File: config.mk
export PLATFORM = sky130hd
export DESIGN_NAME = lut_eval_pipe
export DESIGN_NICKNAME = d
export VERILOG_FILES = /design/src/rtl/lut_eval_pkg.sv /design/src/rtl/lut_skid_buf.sv /design/src/rtl/lut_eval_pipe.sv
export SDC_FILE = /design/constraint.sdc
export NUM_CORES = 1
export LEC_CHECK = 0
export CORE_MARGIN = 3
export CORE_UTILIZATION = 61
export CTS_CLUSTER_SIZE = 25
export DETAILED_ROUTE_END_ITERATION = 10
export GPL_ROUTABILITY_DRIVEN = 0
export PLACE_DENSITY = 0.83
export SYNTH_ARGS = -nofsm -noshare
export SYNTH_HDL_FRONTEND = slang
export SYNTH_SLANG_ARGS = --single-unit
File: constraint.sdc
create_clock -name clk -period 3.3 [get_ports clk]
set_clock_uncertainty 0.2 [all_clocks]
set_input_delay 0.66 -clock clk [delete_from_list [all_inputs] [get_ports clk]]
set_output_delay 0.66 -clock clk [all_outputs]
set_load 0.01 [all_outputs]
File: src/rtl/lut_eval_pkg.sv
// Shared types and helpers for the LUT evaluator.
// Latency: n/a (package only).
// Backpressure: n/a (package only).
package lut_eval_pkg;

    localparam int N_IN_MAX = 6;

    typedef enum logic {
        RUN  = 1'b0,
        LOAD = 1'b1
    } state_t;

    // Number of truth-table entries for an n-input LUT; sizes beyond the
    // supported maximum are clamped so elaboration never explodes.
    function automatic int table_width(input int n);
        return (n > N_IN_MAX) ? (1 << N_IN_MAX) : (1 << n);
    endfunction

endpackage

File: src/rtl/lut_skid_buf.sv
// Two-entry in-order result buffer with a 1-bit payload.
// Latency: a push is visible at dout (empty low) the cycle after it is sampled.
// Backpressure: full blocks new pushes; a pop only takes effect when not empty.
//
// Ports: clk, rst (sync, active-high); push/din write side; pop read side;
//        full/empty status; dout is the registered head entry.
module lut_skid_buf (
    input  logic clk,
    input  logic rst,
    input  logic push,
    input  logic din,
    input  logic pop,
    output logic full,
    output logic empty,
    output logic dout
);

    logic [1:0] cnt_q;
    logic       head_q;
    logic       tail_q;
    logic       push_ok;
    logic       pop_ok;

    assign full    = (cnt_q == 2'd2);
    assign empty   = (cnt_q == 2'd0);
    assign dout    = head_q;
    assign push_ok = push && !full;
    assign pop_ok  = pop && !empty;

    always_ff @(posedge clk) begin
        if (rst) begin
            cnt_q  <= 2'd0;
            head_q <= 1'b0;
            tail_q <= 1'b0;
        end else begin
            case ({push_ok, pop_ok})
                2'b10: begin
                    if (cnt_q == 2'd0) head_q <= din;
                    else               tail_q <= din;
                    cnt_q <= cnt_q + 2'd1;
                end
                2'b01: begin
                    head_q <= tail_q;
                    cnt_q  <= cnt_q - 2'd1;
                end
                2'b11: begin
                    // Occupancy unchanged; the new entry lands behind whatever remains.
                    if (cnt_q == 2'd1) begin
                        head_q <= din;
                    end else begin
                        head_q <= tail_q;
                        tail_q <= din;
                    end
                end
                default: ;
            endcase
        end
    end

endmodule

File: src/rtl/lut_eval_pipe.sv
// Reprogrammable N_IN-input truth-table evaluator with a serial table reload port.
// Latency: result valid one cycle after the input handshake.
// Backpressure: in_ready drops when the 2-entry output buffer is full or a reload is in progress.
//
// Ports: clk, rst (sync, active-high); in_valid/in_ready/in_data input stream;
//        out_valid/out_ready/out_data result stream; cfg_start/cfg_valid/cfg_din
//        serial reload (MSB first); cfg_busy/cfg_done reload status.
// Optional macro LUT_EVAL_READBACK_EN adds cfg_dout: the old table bit at the
// index being replaced, registered one cycle after each cfg_valid sample.
module lut_eval_pipe
    import lut_eval_pkg::*;
#(
    parameter int                             N_IN = 4,
    parameter logic [table_width(N_IN)-1:0]   INIT = 16'h4724
) (
    input  logic            clk,
    input  logic            rst,
    input  logic            in_valid,
    output logic            in_ready,
    input  logic [N_IN-1:0] in_data,
    output logic            out_valid,
    input  logic            out_ready,
    output logic            out_data,
    input  logic            cfg_start,
    input  logic            cfg_valid,
    input  logic            cfg_din,
    output logic            cfg_busy,
    output logic            cfg_done
`ifdef LUT_EVAL_READBACK_EN
    ,
    output logic            cfg_dout
`endif
);

    localparam int              W        = table_width(N_IN);
    localparam logic [N_IN:0]   CNT_FULL = {1'b1, {N_IN{1'b0}}};

    state_t          state_q;
    state_t          state_nxt;
    logic [W-1:0]    lut_q;
    logic [W-1:0]    shadow_q;
    logic [N_IN:0]   cnt_q;
    logic            load_done;
    logic            in_fire;
    logic            out_fire;
    logic            buf_full;
    logic            buf_empty;

    // The commit cycle is the LOAD cycle in which the counter already shows a full table.
    assign load_done = (state_q == LOAD) && (cnt_q == CNT_FULL);
    assign in_ready  = (state_q == RUN) && !buf_full;
    assign in_fire   = in_valid && in_ready;
    assign out_valid = !buf_empty;
    assign out_fire  = out_valid && out_ready;
    assign cfg_busy  = (state_q == LOAD);
    assign cfg_done  = load_done;

    always_ff @(posedge clk) begin
        if (rst) state_q <= RUN;
        else     state_q <= state_nxt;
    end

    always_comb begin
        state_nxt = state_q;
        case (state_q)
            RUN:     if (cfg_start) state_nxt = LOAD;
            LOAD:    if (load_done) state_nxt = RUN;
            default: state_nxt = RUN;
        endcase
    end

    // Table, shadow and counter. cfg_valid in RUN and cfg_start in LOAD fall through untouched.
    always_ff @(posedge clk) begin
        if (rst) begin
            lut_q    <= INIT;
            shadow_q <= '0;
            cnt_q    <= '0;
        end else if (state_q == RUN) begin
            if (cfg_start) begin
                shadow_q <= '0;
                cnt_q    <= '0;
            end
        end else if (load_done) begin
            lut_q <= shadow_q;
        end else if (cfg_valid) begin
            shadow_q <= {shadow_q[W-2:0], cfg_din};
            cnt_q    <= cnt_q + (N_IN+1)'(1);
        end
    end

`ifdef LUT_EVAL_READBACK_EN
    // Bit arriving at count c lands at index W-1-c, which is the bitwise inverse of c.
    logic [N_IN-1:0] rd_idx;
    assign rd_idx = ~cnt_q[N_IN-1:0];

    always_ff @(posedge clk) begin
        if (rst) begin
            cfg_dout <= 1'b0;
        end else if ((state_q == LOAD) && !load_done && cfg_valid) begin
            cfg_dout <= lut_q[rd_idx];
        end
    end
`endif

    lut_skid_buf u_out_buf (
        .clk   (clk),
        .rst   (rst),
        .push  (in_fire),
        .din   (lut_q[in_data]),
        .pop   (out_fire),
        .full  (buf_full),
        .empty (buf_empty),
        .dout  (out_data)
    );

endmodule

==> results_dict.tcl <==
set metrics [dict create \
    status "completed" \
    fin_setup_tns_ns 0 \
    critPathCaptureType "output pin" \
    synth_cell_types 29 \
    final_util_pct 74.2 \
    rr_startpoint "u_out_buf.cnt_q[0]" \
    synth_top_area_share_pct 44.6 \
    antenna_found_initial 0 \
    crit_start "cnt_q[0]" \
    slew_viol_final 0 \
    timing.rr.end "u_out_buf.dout" \
    synth_most_common_cell "nand2_1" \
    ys_warn_count 0 \
    worst-r2r-setup-slack_ns 1.04 \
    synth_ff_type "dfxtp_1" \
    yosysSeqAreaShare_pct 44.6 \
    finalPower_mw 1.05 \
    syn_area_sq_mm 0.00189 \
    yosys.area.top_type "dfxtp_1" \
    path_cells "inv_1 -> ha_1 -> and4bb_2 -> nand2_1 -> clkinv_1 -> clkdlybuf4s50_1" \
    holdPathStages 2 \
    nets 255 \
    postCtsHoldBufs 0 \
    ant_nets 0 \
    syn_inst 221 \
    drt_iter0_markers 102 \
    ys_async_sr_fraction_pct 0 \
    synthTopCellsByCount "56 x nand2_1, 42 x dfxtp_1, 29 x a21oi_1" \
    drt_pre_antenna_iters 4 \
    grt_max_degree 30 \
    cp_slowest_cell "clkdlybuf4s50_1" \
    tightest_slew_ns 0.799 \
    post_cts_buffers 0 \
    area_delta_synth_final_pct 12.1 \
    core_area_sq_mm 0.00285 \
    critPathLaunchType "flop" \
    die_w_microns 61.6 \
    cts_root_buf "clkbuf_4" \
    drc 0 \
    p_per_area_mw_per_mm2 497 \
    avgSynthCellArea_sq_um 8.54 \
    min_path_type "reg -> reg" \
    fin_crit_sh_pct 85.5 \
    initial_core_util_pct 66.1 \
    maxCapViolCount 0 \
    gr-usage-all-layers_pct 23.5 \
    cts_buffer_depth 2 \
    setup_ws_ns 0.479 \
    vias 1573 \
    dp_hpwl_microns 2820 \
    rsz0062_at_grt "false" \
    hp-start "shadow_q[15]" \
    viasPerCell 5.89 \
    finalHoldViolCount 0 \
    numClockSinks 42 \
    drt-total-wl_microns 3920 \
    pre_cts_ws_ns 0.398 \
    wl_per_cell_microns 14.7 \
    layout-drive-gt1-share_pct 5.93 \
    cts.clk_slew.worst_paths_ns 0.12 \
    max_freq_mhz 355 \
    cpPeakStageDelay_ns 0.49 \
    crit_required_ns 2.44 \
    cts_tree "built" \
    die_area_sq_mm 0.00380 \
    synth_edf_count 0 \
    ff2ff_path_depth 7 \
    cts.htree.levels 2 \
    die_h_microns 61.6 \
    clk_latency_ns 0.34 \
    p_leak_nw 0.795 \
    grt_pass1_wl_microns 6530 \
    ir_drop_uv 340 \
    min_period_ns 2.82 \
    synth-seq-cells 42 \
    cts_resized 0 \
    crit_path_end "cfg_done" \
    num_rows 19 \
    maxSlewHeadroom_pct 46.7 \
    place.port_buffers 15 \
    grt_overflow 0 \
    synth.area.top_cells "dfxtp_1 45%, nand2_1 11%, a21oi_1 7.7%" \
    cp.arrival_ns 1.96 \
    synth_nets 241 \
    num_antenna_cells 0 \
    path_max_fanout 4 \
    grt_pass1_vias 1516 \
    cts-buffers-inserted 5 \
    io_pins 16 \
    setup_viol 0 \
    crit_type "reg -> out" \
]
-- worst min path at each step --
| stage | slack (ns) | end |
|---|---|---|
| detailed placement | 0.25 | lut_q[15] |
| global route | 0.28 | lut_q[6] |
| finish | 0.26 | lut_q[15] |
| CTS | 0.27 | lut_q[15] |
| global placement | 0.24 | shadow_q[15] |
| floorplan | 0.23 | lut_q[2] |
-- where the power goes --
group          switching, mW  total [mW]  internal, mW
logic                  0.134       0.251         0.116
registers             0.0142       0.541         0.527
clock network          0.156       0.260         0.103
-- routing by layer --
layer,wire length [microns],track usage [%],up-vias
met1,1650,28.0,734
met4,34,6.97,0
met5,0,0,-
met3,205,5.03,4
li1,-,-,784
met2,2030,42.0,51
-- worst max-delay path: cells and delay by family, from the launching register on --
family / cells / cell delay, ns
fa+ha+maj: 1 / 0.19
simple gates: 2 / 0.37
buf+inv: 3 / 0.66
flops: 1 / 0.40
-- area by class of cell --
cell class	count	area, sq um
multi-input cells	157	958
flip-flops and latches	42	841
fillers	206	737
clock buffers	7	55.1
clock inverters	1	5.00
inverters	10	37.5
well taps	31	38.8
repair buffers	19	180
-- cell families after synthesis --
| family | share of synthesized area, % |
|---|---|
| fa+ha+maj | 5.97 |
| simple gates | 23.9 |
| buf+inv | 4.64 |
| flops | 44.6 |
| compound gates | 11.3 |
| mux | 7.82 |
| xor+xnor | 1.86 |
-- layout by cell type (no fill, tap or decap), types with 3 or more instances in the layout --
master / instances
nand3_1: 18
clkbuf_4: 5
nand2_1: 56
ha_1: 9
inv_1: 9
nor2_1: 9
buf_4: 4
mux4_1: 4
a21oi_1: 29
clkdlybuf4s50_1: 15
a211oi_1: 3
dfxtp_1: 42
nand3b_1: 7
-- state kept, by name, summed over array words and instances (netlist names) --
register and flops:
lut_q 16, shadow_q 16, cnt_q 5, u_out_buf.cnt_q 2, cfg_busy 1, u_out_buf.dout 1, u_out_buf.tail_q 1
-- through the flow --
step,cells,instance area [sq um],hold WS (ns)
CTS,267,2120,0.265
global route,267,2120,0.280
global placement,259,2060,0.241
finish,267,2120,0.264
detailed placement,259,2060,0.248
floorplan,221,1890,0.230
(Power assumes the default switching activity.)
